## src/rtl/apb_master_pkg.sv

```systemverilog
// Shared types and sizing helpers for the APB command master.
package apb_master_pkg;

    localparam int unsigned APB_ADDR_W      = 12;
    localparam int unsigned APB_DATA_W      = 32;
    localparam int unsigned APB_TIMEOUT_CYC = 255;

    typedef enum logic [1:0] {
        IDLE,
        SETUP,
        ACCESS,
        RESP
    } apb_mst_state_e;

    typedef struct packed {
        logic                  write;
        logic [APB_ADDR_W-1:0] addr;
        logic [APB_DATA_W-1:0] wdata;
    } apb_cmd_t;

    // Wait-counter width able to hold TIMEOUT_CYC; at least one bit so a
    // disabled timeout still yields a legal vector.
    function automatic int unsigned wait_cnt_w(input int unsigned timeout_cyc);
        int unsigned w;
        w = $clog2(timeout_cyc + 1);
        return (w == 0) ? 1 : w;
    endfunction

    localparam int unsigned APB_WAIT_CNT_W = wait_cnt_w(APB_TIMEOUT_CYC);

endpackage

```

## src/rtl/apb_wait_timeout.sv

```systemverilog
// Counts ACCESS cycles spent waiting on pready and flags the cycle that
// would make the count reach the timeout limit.
module apb_wait_timeout
    import apb_master_pkg::*;
#(
    parameter int unsigned TIMEOUT_CYC = APB_TIMEOUT_CYC,
    parameter int unsigned CNT_W       = wait_cnt_w(TIMEOUT_CYC)
) (
    input  logic i_clk,
    input  logic i_rst,
    input  logic i_clr,
    input  logic i_en,
    output logic o_expired_c
);

    localparam int unsigned LAST = (TIMEOUT_CYC == 0) ? 0 : TIMEOUT_CYC - 1;

    logic [CNT_W-1:0] r_cnt;

    // Wait counter: cleared on reset and on each new transfer.
    always_ff @(posedge i_clk) begin
        if (i_rst || i_clr) begin
            r_cnt <= '0;
        end else if (i_en) begin
            r_cnt <= r_cnt + CNT_W'(1);
        end
    end

    // This waiting cycle is the one that brings the count to TIMEOUT_CYC.
    assign o_expired_c = (TIMEOUT_CYC != 0) && i_en && (r_cnt == CNT_W'(LAST));

endmodule

```

## src/rtl/apb_cmd_master.sv

```systemverilog
// APB requester: turns a command/response stream into APB SETUP/ACCESS
// transfers with wait-state and timeout handling, plus a sticky IRQ flag.
module apb_cmd_master
    import apb_master_pkg::*;
#(
    parameter int unsigned ADDR_W      = APB_ADDR_W,
    parameter int unsigned DATA_W      = APB_DATA_W,
    parameter int unsigned TIMEOUT_CYC = APB_TIMEOUT_CYC
) (
    input  logic              pclk,
    input  logic              preset,
    input  logic              cmd_valid,
    output logic              cmd_ready,
    input  logic              cmd_write,
    input  logic [ADDR_W-1:0] cmd_addr,
    input  logic [DATA_W-1:0] cmd_wdata,
    output logic              rsp_valid,
    input  logic              rsp_ready,
    output logic [DATA_W-1:0] rsp_rdata,
    output logic              rsp_err,
    output logic              psel,
    output logic              penable,
    output logic              pwrite,
    output logic [ADDR_W-1:0] paddr,
    output logic [DATA_W-1:0] pwdata,
    input  logic [DATA_W-1:0] prdata,
    input  logic              pready,
    input  logic              interrupt,
    output logic              irq_pending,
    input  logic              irq_clr
);

    apb_mst_state_e    r_state;
    apb_mst_state_e    w_state_nxt;
    apb_cmd_t          r_cmd;
    apb_cmd_t          w_cmd_nxt;
    apb_cmd_t          w_cmd_in;
    logic              r_psel;
    logic              w_psel_nxt;
    logic              r_penable;
    logic              w_penable_nxt;
    logic              r_rsp_valid;
    logic              w_rsp_valid_nxt;
    logic [DATA_W-1:0] r_rsp_rdata;
    logic [DATA_W-1:0] w_rsp_rdata_nxt;
    logic              r_rsp_err;
    logic              w_rsp_err_nxt;
    logic              r_irq_q;
    logic              r_irq_pending;
    logic              w_irq_pending_nxt;
    logic              w_accept;
    logic              w_wait_en;
    logic              w_expired_c;

    // Commands are taken only from IDLE and never while reset is held.
    assign cmd_ready = (r_state == IDLE) && !preset;
    assign w_accept  = cmd_valid && cmd_ready;
    assign w_cmd_in  = '{write: cmd_write,
                         addr:  APB_ADDR_W'(cmd_addr),
                         wdata: APB_DATA_W'(cmd_wdata)};

    // A waiting cycle is an ACCESS cycle without pready.
    assign w_wait_en = (r_state == ACCESS) && !pready;

    // Wait-state counter and timeout detect.
    apb_wait_timeout #(
        .TIMEOUT_CYC (TIMEOUT_CYC)
    ) u_wait_timeout (
        .i_clk       (pclk),
        .i_rst       (preset),
        .i_clr       (w_accept),
        .i_en        (w_wait_en),
        .o_expired_c (w_expired_c)
    );

    // Next-state and next-output decode for the transfer FSM.
    always_comb begin
        w_state_nxt     = r_state;
        w_cmd_nxt       = r_cmd;
        w_psel_nxt      = r_psel;
        w_penable_nxt   = r_penable;
        w_rsp_valid_nxt = r_rsp_valid;
        w_rsp_rdata_nxt = r_rsp_rdata;
        w_rsp_err_nxt   = r_rsp_err;
        case (r_state)
            IDLE: begin
                if (w_accept) begin
                    w_state_nxt   = SETUP;
                    w_cmd_nxt     = w_cmd_in;
                    w_psel_nxt    = 1'b1;
                    w_penable_nxt = 1'b0;
                end
            end
            SETUP: begin
                w_state_nxt   = ACCESS;
                w_penable_nxt = 1'b1;
            end
            ACCESS: begin
                if (pready) begin
                    w_state_nxt     = RESP;
                    w_psel_nxt      = 1'b0;
                    w_penable_nxt   = 1'b0;
                    w_rsp_valid_nxt = 1'b1;
                    w_rsp_rdata_nxt = r_cmd.write ? '0 : prdata;
                    w_rsp_err_nxt   = 1'b0;
                end else if (w_expired_c) begin
                    w_state_nxt     = RESP;
                    w_psel_nxt      = 1'b0;
                    w_penable_nxt   = 1'b0;
                    w_rsp_valid_nxt = 1'b1;
                    w_rsp_rdata_nxt = '0;
                    w_rsp_err_nxt   = 1'b1;
                end
            end
            RESP: begin
                if (rsp_ready) begin
                    w_state_nxt     = IDLE;
                    w_rsp_valid_nxt = 1'b0;
                end
            end
            default: begin
                w_state_nxt = IDLE;
            end
        endcase
    end

    // Rising edge of interrupt sets the flag; a coincident clear loses.
    assign w_irq_pending_nxt = (interrupt && !r_irq_q) || (r_irq_pending && !irq_clr);

    // State and output registers.
    always_ff @(posedge pclk) begin
        if (preset) begin
            r_state       <= IDLE;
            r_cmd         <= '0;
            r_psel        <= 1'b0;
            r_penable     <= 1'b0;
            r_rsp_valid   <= 1'b0;
            r_rsp_rdata   <= '0;
            r_rsp_err     <= 1'b0;
            r_irq_q       <= 1'b0;
            r_irq_pending <= 1'b0;
        end else begin
            r_state       <= w_state_nxt;
            r_cmd         <= w_cmd_nxt;
            r_psel        <= w_psel_nxt;
            r_penable     <= w_penable_nxt;
            r_rsp_valid   <= w_rsp_valid_nxt;
            r_rsp_rdata   <= w_rsp_rdata_nxt;
            r_rsp_err     <= w_rsp_err_nxt;
            r_irq_q       <= interrupt;
            r_irq_pending <= w_irq_pending_nxt;
        end
    end

    assign psel        = r_psel;
    assign penable     = r_penable;
    assign pwrite      = r_cmd.write;
    assign paddr       = ADDR_W'(r_cmd.addr);
    assign pwdata      = DATA_W'(r_cmd.wdata);
    assign rsp_valid   = r_rsp_valid;
    assign rsp_rdata   = r_rsp_rdata;
    assign rsp_err     = r_rsp_err;
    assign irq_pending = r_irq_pending;

endmodule
```

## config.mk

```make
export PLATFORM = sky130hd
export DESIGN_NAME = apb_cmd_master
export DESIGN_NICKNAME = d
export VERILOG_FILES = /design/src/rtl/apb_master_pkg.sv /design/src/rtl/apb_wait_timeout.sv /design/src/rtl/apb_cmd_master.sv
export SDC_FILE = /design/constraint.sdc
export NUM_CORES = 1
export LEC_CHECK = 0
export CAP_MARGIN = 15
export CORE_ASPECT_RATIO = 1.75
export CORE_MARGIN = 2
export CORE_UTILIZATION = 35
export DETAILED_ROUTE_END_ITERATION = 12
export PLACE_DENSITY_LB_ADDON = 0.08
export SYNTH_ARGS = -nofsm -noshare
export SYNTH_HDL_FRONTEND = slang
export SYNTH_SLANG_ARGS = --single-unit
```

## constraint.sdc

```tcl
create_clock -name pclk -period 2.9 [get_ports pclk]
set_input_delay 0.725 -clock pclk [delete_from_list [all_inputs] [get_ports pclk]]
set_output_delay 0.725 -clock pclk [all_outputs]
set_load 0.005 [all_outputs]
```

# ---- Word-level counts from Yosys, hierarchy flattened
# Cells that the tools add are included.
# W data, S select, Z words.
dict set report totals {
  reg_bits 93
  latch_bits 0
  ram_bits 0
  mem_bits_ro 0
  output_inout_bits 83
  wordCells 62
  memories 0
}
dict set report classes {
  n_addsub 1
  mul 0
  div_mod_pow 0
  magnitude_cmp 0
  n_eq_ne 7
  shifts 0
  muxes 19
  bitwise_logic 0
  reduce_logical 23
}
# operator n
set ops {}
lappend ops {{$mux W32} 3}
lappend ops {{$reduce_and A3 Y1} 4}
lappend ops {{$add A8 B1 Y8 const B} 1}
lappend ops {{$eq A8 B8 Y1 const B} 1}
lappend ops {{$mux W1} 8}
lappend ops {{$mux W2} 4}
lappend ops {{$pmux W2 S4} 1}
lappend ops {{$logic_and A1 B1 Y1} 6}
lappend ops {{$reduce_bool A2 Y1} 3}
lappend ops {{$eq A2 B2 Y1 const B} 2}
lappend ops {{$logic_not A1 Y1} 4}
lappend ops {{$pmux W1 S2} 2}
lappend ops {{$reduce_and A2 Y1} 2}
lappend ops {{$ne A3 B2 Y1 const B} 1}
lappend ops {{$pmux W1 S3} 1}
lappend ops {{$reduce_bool A3 Y1} 1}
lappend ops {{$eq A2 B1 Y1 const B} 1}
lappend ops {{$logic_not A2 Y1} 1}
lappend ops {{$logic_or A1 B1 Y1} 2}
lappend ops {{$ne A2 B1 Y1 const B} 1}
lappend ops {{$ne A2 B2 Y1 const B} 1}

# ---- Logic depth before layout (Yosys ltp)
# Gate-level depths: netlist (run 1).
dict set report logic_depth {
  depth_word 6
  depth_mapped 8
  depth_no_buf 6
}

# ---- Modules after synthesis
# Synthesis (run 1) repeated with hierarchy kept, for this count alone.
dict set report unflattened {
  hier_cells 430
  hier_area_um2 3713.6
}
# module n_inst cells_per_inst area_per_inst_um2 seq_area_each_um2
set by_module_without_submodules {}
lappend by_module_without_submodules {apb_cmd_master 1 388 3344.5 1701.6}
lappend by_module_without_submodules {apb_wait_timeout 1 42 369.1 160.2}

# ---- Least setup slack after synthesis (run 1)
# Ideal clock, no wire load.
dict set report synth_timing {
  path_kind {input to output}
  startpoint {in preset}
  endpoint {out cmd_ready}
  arrival_ns 1.225
  required_time_ns 2.175
  setup_slack_ns 0.950
  path_stages 3
  cell_sequence {buf_2 clkbuf_1 nor2_1}
}
dict set report synth_between {
  elab_chain_cells 2
}
# item line_no
set synth_rtl {}
lappend synth_rtl {{start, declared} apb_cmd_master.sv:11} ;# input logic preset,
lappend synth_rtl {{$logic_not A1 Y1} apb_cmd_master.sv:56} ;# assign cmd_ready = (r_state == IDLE) && !preset;
lappend synth_rtl {{$logic_and A1 B1 Y1} apb_cmd_master.sv:56}
lappend synth_rtl {{end, declared} apb_cmd_master.sv:13} ;# output logic cmd_ready,
# Every way passes these cells.

# ---- Worst setup path in the final report (run 1)
dict set report layout_timing {
  startpoint {reg r_state[0]}
  endpoint {out cmd_ready}
}
dict set report layout_between {
  elab_chain_cells 2
}
# item line_no
set layout_rtl {}
lappend layout_rtl {{start, declared} apb_cmd_master.sv:33} ;# apb_mst_state_e r_state;
lappend layout_rtl {{start signal, assigned} apb_cmd_master.sv:143} ;# r_state <= w_state_nxt;
lappend layout_rtl {{$logic_not A2 Y1} apb_cmd_master.sv:56}
lappend layout_rtl {{$logic_and A1 B1 Y1} apb_cmd_master.sv:56}
# Every way passes these cells.

==> reports/metrics.cfg, run 1 <==
[run]
cap_violations=0

[worst_setup_path]
r2r_cells=6
cp.arrival_ns=1.84
cp-start-kind=register
r2r_end=r_state[1]
critPathKind=reg -> out
critPathRequiredTime_ns=2.17
cp-end-kind=primary output
crit_path_start=r_state[0]
reg2reg_setup_slack_ns=0.94
worst-path-max-fanout=8
worstReg2RegStart=r_state[0]

[timing]
tns_ns=0
fin_ws_ns=0.331
slew_violations=0
relSlewSlack_pct=67.1
hold_slack_ns=0.471
period_share_pct=88.6
timing.fmax_ghz=0.389
period_minus_slack_ns=2.57
worst_slew_pin_slew_ns=0.490
hold_violations=0
clock_skew_ns=0.00834
setup_viol=0
rsz0062_at_grt=no

[clock_network]
postCtsSetupBuffers=0
cts_tree=yes
cts_max_path_buffers=2
ctsHoldBuffers=0
cts_sinks=93
htree_num_levels=3
clock_latency_ns=0.34
clock-root-buffer=clkbuf_16
cts_buffers=9
cts_resized=0
clk_pin_slew_ns=0.07

[placed_design]
routabilityCongestion=0.815
dp_slack_ns=0.469
port-buffer-count=166
dp_hpwl_mm=7.09

[detailed_routing]
drcViolationCount=0
num_vias=3374
first_iter_violations=104
drt_wl_total_mm=10.3
detail-route-antenna-nets=0
wire_per_inst_um=14.4
viasPerCell=4.72
drt-pass1-iter-count=4

[pwr]
power.leakage_nw=2.25
p_per_area_nw_per_um2=643
p_total_mw=3.77
irDropWorstVdd_uv=332

[synthesis]
synth_seq_area_share_pct=48.2
syn_nets=517
ys_types=36
syn_area_per_cell_um2=9.06
synth_cells=426
syn_area_um2=3860
synth_seq_cells=93
yosys_warnings=0
synth_flop_cell=dfxtp_1
synth-edff-count=0
async_reset_ff_share_pct=0

[grt]
grt_pass1_vias=3396
grt_usage_pct=17.2
grt.overflow.total=0
grt_pass1_wl_mm=16.6
grt_max_degree=56
grt_antenna_before_repair=0

[floorplanning]
ios=167
initial_utilization_pct=36.1
die_area_um2=11900
fp-row-count=50
core-area_um2=10700
die_y_um=143
die_w_um=83.4

[finish]
final_common_cell=clkdlybuf4s50_1
fin_nets=671
area_delta_synth_final_pct=51.8
drive_above_1_share_pct=5.13
final_cell_mix=clkdlybuf4s50_1 (165), nand2_1 (125), dfxtp_1 (93)
fin_util_pct=54.8
diodes=0

[outcome]
outcome=finished clean

[hold_path]
worstHoldStart=paddr[4]
hold_path_depth=2
holdCritPathClass=reg -> reg
hold_end=paddr[4]

[worst max-delay path by stage]
stage	endpoint	slack, ns	depth (start not counted)
2_1_floorplan	cmd_ready	0.95	3
3_3_place_gp	r_state[1]	0.56	5
3_5_place_dp	r_state[1]	0.47	5
4_1_cts	cmd_ready	0.30	5
5_1_grt	cmd_ready	0.19	5
6_report	cmd_ready	0.33	5
[layout make-up]
| cell class | instances | area (um^2) |
|---|---|---|
| Clock inverter | 5 | 60.1 |
| Clock buffer | 11 | 243 |
| Inverter | 4 | 15.0 |
| Timing Repair Buffer | 172 | 1710 |
| Sequential cell | 93 | 1860 |
| Fill cell | 954 | 4840 |
| Tap cell | 130 | 163 |
| Multi-Input combinational cell | 300 | 1800 |
[routing by layer]
metal,track usage (%),vias to the layer above,part of all wire [%]
met2,29.3,122,49
li1,-,1696,-
met1,19.9,1543,42
met5,0,-,0
met4,6.73,0,1.7
met3,5.90,13,6.7
[registers in the layout, indices dropped and copies added, names as in the netlist]
name                  count
penable                   1
rsp_err                   1
r_state                   2
rsp_rdata                32
psel                      1
r_irq_q                   1
u_wait_timeout.r_cnt      8
pwdata                   32
paddr                    12
rsp_valid                 1
pwrite                    1
irq_pending               1
[stage by stage]
step / instance area (um^2) / instances
3_3_place_gp: 5560 / 699
4_1_cts: 5860 / 715
5_1_grt: 5860 / 715
6_report: 5860 / 715
3_5_place_dp: 5560 / 699
2_1_floorplan: 3860 / 426
[critical path, cell delays in order (launching register included)]
cell             delay [ns]
dfxtp_1                0.36
inv_1                  0.11
ha_1                   0.28
inv_1                  0.09
nor2_1                 0.15
clkdlybuf4s50_1        0.53
[synthesized netlist by cell type (3+ instances only)]
cell type	number	share of area, %
nand4_1	3	0.49
buf_2	11	1.4
nand3b_1	46	8.9
nand2b_1	37	6.0
nor3_1	3	0.39
buf_12	3	1.6
a21oi_1	7	0.91
nand2_1	125	12
o21ai_0	3	0.39
nand3_1	3	0.39
ha_1	7	2.3
mux2i_1	32	8.3
clkbuf_1	12	1.2
a31oi_1	3	0.49
inv_1	4	0.39
xor2_1	3	0.68
dfxtp_1	93	48
nor2_1	8	0.78
[cells by family (layout without fill, tap and decap cells)]
group	Yosys count	after routing	share of synthesized area, %
AOI/OAI and AO/OA	21	21	3.63
DFF	93	93	48.2
muxes	32	32	8.30
xor gates and xnor gates	5	5	1.13
adders and majority gates	7	7	2.27
buffers and inverters	33	192	5.22
and+or+nand+nor	235	235	31.2
[power breakdown]
part	internal [mW]	total, mW	switching (mW)
Sequential	1.46	1.57	0.109
Clock	0.692	1.19	0.501
Combinational	0.574	1.01	0.438
Note: power is estimated with default switching activity, not from simulation.
==> run 2, diff against run 1 <==
--- a/config.mk
+++ b/config.mk
@@ -10,7 +10,9 @@
 export CORE_MARGIN = 2
 export CORE_UTILIZATION = 35
 export DETAILED_ROUTE_END_ITERATION = 12
+export HOLD_SLACK_MARGIN = 0.03
 export PLACE_DENSITY_LB_ADDON = 0.08
+export RECOVER_POWER = 25
 export SYNTH_ARGS = -nofsm -noshare
 export SYNTH_HDL_FRONTEND = slang
 export SYNTH_SLANG_ARGS = --single-unit
==> run 2 against run 1 <==
Effect of this change:
- maximum frequency shrank 0.42%
- utilization shrank 0.15 points
- sequential power barely moved
- critical path type unchanged
- hold slack is essentially flat
- via count increased by 0.18%
- combinational power about the same
- non-clock buffer count is the same
- largest power group unchanged
- die area stayed put
- sequential share of layout area rose by 0.088 points
- first-iteration DRC count decreased by 1.9%
- global-route usage is the same
- final area decreased by 0.28%
==> reports/metrics.cfg, run 2 (same netlist as run 1, synthesis figures left out) <==
[detailed_routing]
num_vias=3380
first_iter_violations=102
wire_per_inst_um=14.4
drt-pass1-iter-count=4
drcViolationCount=0
drt_wl_total_mm=10.3
viasPerCell=4.73
detail-route-antenna-nets=0

[clock_network]
cts_tree=yes
clock-root-buffer=clkbuf_16
cts_resized=0
postCtsSetupBuffers=0
cts_sinks=93
ctsHoldBuffers=0
cts_buffers=9
clk_pin_slew_ns=0.07
cts_max_path_buffers=2
htree_num_levels=3
clock_latency_ns=0.34

[floorplanning]
die_w_um=83.4
die_y_um=143
ios=167
initial_utilization_pct=36.1
die_area_um2=11900
fp-row-count=50
core-area_um2=10700

[grt]
grt_usage_pct=17.2
grt_pass1_vias=3396
grt.overflow.total=0
grt_antenna_before_repair=0
grt_pass1_wl_mm=16.6
grt_max_degree=56

[pwr]
seqPwrFrac_pct=41.5
power.leakage_nw=2.25
p_int_mw=2.72
swShare_pct=27.8
p_total_mw=3.76
power_switching_mw=1.05
clockPowerShare_pct=31.7
irDropWorstVdd_uv=332
p_per_area_nw_per_um2=644
power_frac_comb_pct=26.8

[finish]
final_cell_mix=clkdlybuf4s50_1 (162), nand2_1 (125), dfxtp_1 (93)
diodes=0
fin_area_um2=5840
fillers=958
drive_above_1_share_pct=4.96
fin_nets=671
area_delta_synth_final_pct=51.4
seqCellArea_um2=1860
multi_input_area_um2=1790
stdcell_count=715
fin_util_pct=54.6
final_common_cell=clkdlybuf4s50_1

[outcome]
outcome=finished clean

[run]
cap_violations=0

[placed_design]
dpl.cell_count=699
place_area_um2=5560
dp_hpwl_mm=7.09
routabilityCongestion=0.815
dp_slack_ns=0.469
port-buffer-count=166

[timing]
timing.fmax_ghz=0.388
tns_ns=0
slew_violations=0
period_minus_slack_ns=2.58
fin_ws_ns=0.320
clock_skew_ns=0.00898
rsz0062_at_grt=no
hold_violations=0
worst_slew_pin_slew_ns=0.957
relSlewSlack_pct=36.2
period_share_pct=89.0
hold_slack_ns=0.471
setup_viol=0

[hold_path]
holdCritPathClass=reg -> reg

[worst_setup_path]
critPathRequiredTime_ns=2.17
cp-start-kind=register
cp.arrival_ns=1.85
cp-end-kind=primary output
worst-path-max-fanout=8
critPathKind=reg -> out

-- run 2: cell count changes in the layout (fill, tap and decap cells not counted) --
| cell | previous run | this run |
|---|---|---|
| nor3b_4 | 1 | 0 |
| clkdlybuf4s50_1 | 165 | 162 |
| dlygate4sd3_1 | 0 | 3 |
| buf_4 | 5 | 3 |
| nor3b_1 | 0 | 1 |
| clkbuf_2 | 0 | 2 |
-- run 2: layout make-up --
type	instances	area share [%]
Clock buffer	11	4.15
Sequential cell	93	31.9
Clock inverter	5	1.03
Tap cell	130	2.78
Multi-Input combinational cell	300	30.7
Inverter	4	0.257
Timing Repair Buffer	172	29.2
-- run 2: critical path, cell delays in order, from the launching register on --
cell and delay [ns]:
dfxtp_1 0.36, inv_1 0.11, ha_1 0.29, inv_1 0.09
nor2_1 0.15, clkdlybuf4s50_1 0.53
-- run 2: power by group through the flow --
stage	clock network (mW)	logic (mW)	registers, mW
after detailed placement	0	1.02	1.59
after floorplan	0	0.492	1.59
after global placement	0	1.02	1.58
after CTS	1.23	1.03	1.56
final	1.19	1.01	1.56
after global routing	1.27	1.11	1.59
-- run 2: per-layer routing --
metal	global-route usage [%]	share of wire (%)
met2	29.3	49
met4	6.73	1.9
met1	19.9	42
met3	5.90	7.0
met5	0	0
-- run 2: final timing paths --
path	from	end	slack, ns	depth (start not counted)
min reg2reg	paddr[4]	paddr[4]	0.47	2
max	r_state[0]	cmd_ready	0.32	5
min	paddr[4]	paddr[4]	0.47	2
max reg2reg	r_state[0]	pwdata[1]	0.78	6
==> run 3, diff against run 2 <==
--- a/config.mk
+++ b/config.mk
@@ -15,4 +15,5 @@
 export RECOVER_POWER = 25
 export SYNTH_ARGS = -nofsm -noshare
 export SYNTH_HDL_FRONTEND = slang
+export SYNTH_HIERARCHICAL = 1
 export SYNTH_SLANG_ARGS = --single-unit
==> run 3 against run 2 <==
Effect of this change:
- sequential cell count unchanged
- final area fell by 1.4%
- critical path type unchanged
- largest cell class unchanged
- via count up 1.5%
==> reports/metrics.cfg, run 3 <==
[floorplanning]
ios=167
die_area_um2=11500
initial_utilization_pct=36.1
fp-row-count=49
die_y_um=140
die_w_um=81.9
core-area_um2=10300

[timing]
period_minus_slack_ns=2.58
rsz0062_at_grt=no
worst_slew_pin_slew_ns=1.31
hold_violations=0
slew_violations=0
tns_ns=0
clock_skew_ns=0.00389
period_share_pct=88.9
timing.fmax_ghz=0.388
setup_viol=0
relSlewSlack_pct=12.6

[synthesis]
synth-edff-count=0
syn_nets=522
synth_commonest_cells=dfxtp_1 (93), inv_1 (49), o21ai_0 (49)
synth_flop_cell=dfxtp_1
synth_seq_cells=93
syn_area_um2=3710
async_reset_ff_share_pct=0
netlist.area_leader.share_pct=50.1
yosys.area.top_type=dfxtp_1
ys_types=33
yosys_warnings=6
synth_cells=430
yosysMostFrequentCell=dfxtp_1
syn_area_per_cell_um2=8.64
synth_seq_area_share_pct=50.1
ys_top_cells_by_area=dfxtp_1 (50%), nand3b_1 (9.3%), o21ai_0 (6.6%), a21oi_1 (5.1%), inv_1 (5.0%)

[clock_network]
postCtsSetupBuffers=0
cts_resized=0
htree_num_levels=3
clk_pin_slew_ns=0.06
cts_buffers=9
ctsHoldBuffers=0
cts_sinks=93
cts_max_path_buffers=2
clock-root-buffer=clkbuf_16
cts_tree=yes
clock_latency_ns=0.33

[placed_design]
port-buffer-count=166
dp_hpwl_mm=7.02
routabilityCongestion=0.715

[grt]
grt.overflow.total=0
grt_pass1_vias=3303
grt_antenna_before_repair=0
grt_max_degree=91
grt_pass1_wl_mm=15.6
grt_usage_pct=17.4

[finish]
diodes=0
final_cell_mix=clkdlybuf4s50_1 (165), dfxtp_1 (93), inv_1 (49), o21ai_0 (49), nand3b_1 (46)
fin_util_pct=55.9
fin_nets=676
area_delta_synth_final_pct=55.2
final_common_cell=clkdlybuf4s50_1
drive_above_1_share_pct=5.09

[detailed_routing]
viasPerCell=4.79
drcViolationCount=0
num_vias=3430
drt_wl_total_mm=9.93
drt-pass1-iter-count=6
detail-route-antenna-nets=0
wire_per_inst_um=13.9
first_iter_violations=180

[worst_setup_path]
cp-end-kind=primary output
worstReg2RegStart=r_state[0]
worst-path-max-fanout=7
r2r_cells=8
cp-start-kind=register
cp.arrival_ns=1.85
reg2reg_setup_slack_ns=0.60
r2r_end=r_state[1]
cp-endpoint=cmd_ready
crit_path_start=r_state[0]
critPathKind=reg -> out
critPathRequiredTime_ns=2.17

[outcome]
outcome=finished clean

[pwr]
irDropWorstVdd_uv=440
p_total_mw=3.58
power.leakage_nw=2.18
p_per_area_nw_per_um2=622

[run]
cap_violations=0

[hold_path]
holdCritPathClass=reg -> reg

-- run 3: changes by cell type after synthesis, moves of 5 or more --
cell      change
a21oi_1      +31
nand2_1      -91
nand3_1      +31
o21ai_0      +46
inv_1        +45
clkbuf_1      +5
nand2b_1     -31
mux2i_1      -31
-- run 3: power by group --
| part | internal [mW] | switching, mW | total, mW |
|---|---|---|---|
| Combinational | 0.512 | 0.379 | 0.891 |
| Clock | 0.693 | 0.471 | 1.16 |
| Sequential | 1.44 | 0.0908 | 1.53 |
-- run 3: cell families after synthesis --
family	Yosys count	synth area share (%)
AO/OA/AOI/OAI	98	14.1
XOR/XNOR	4	0.944
adder cells (fa/ha/maj)	8	2.70
buffers and inverters	81	9.13
flip-flops	93	50.1
multiplexers	1	0.270
AND/OR/NAND/NOR	145	22.7
-- run 3: metrics by stage --
step	hold WS [ns]	std cells	setup slack [ns]	instance area, um^2
2_1_floorplan	0.448	430	0.816	3710
3_3_place_gp	0.437	700	0.381	5470
3_5_place_dp	0.443	700	0.361	5470
4_1_cts	0.451	716	0.318	5760
5_1_grt	0.466	716	0.173	5760
6_report	0.449	716	0.323	5760
-- run 3: critical path: stages, from the launching register on --
cell and delay (ns):
dfxtp_1 0.35, inv_1 0.15, ha_1 0.32, nor2b_1 0.19, clkdlybuf4s50_1 0.51
-- run 3: layout make-up --
| cell class | count | area [um^2] |
|---|---|---|
| clock inverter | 3 | 45.0 |
| fill | 963 | 4540 |
| clock buffer | 13 | 250 |
| sequential | 93 | 1860 |
| multi-input combinational | 256 | 1520 |
| inverter | 49 | 184 |
| tap | 127 | 159 |
| timing repair buffer | 175 | 1750 |
-- run 3: layer usage --
| layer | global-route usage, % | part of all wire [%] | vias to the layer above |
|---|---|---|---|
| li1 | - | - | 1739 |
| met1 | 18.8 | 40 | 1542 |
| met5 | 0 | 0 | - |
| met3 | 6.57 | 8.1 | 13 |
| met2 | 29.7 | 50 | 136 |
| met4 | 7.11 | 1.8 | 0 |
-- run 3: how the worst min path moves through the flow --
| stage | from | endpoint | cells after the start |
|---|---|---|---|
| finish | rsp_rdata[4] | rsp_rdata[4] | 2 |
| global route | rsp_rdata[4] | rsp_rdata[4] | 2 |
| CTS | rsp_rdata[4] | rsp_rdata[4] | 2 |
| detailed placement | rsp_rdata[4] | rsp_rdata[4] | 2 |
| global placement | rsp_rdata[5] | rsp_rdata[5] | 2 |
| floorplan | rsp_rdata[0] | rsp_rdata[0] | 2 |
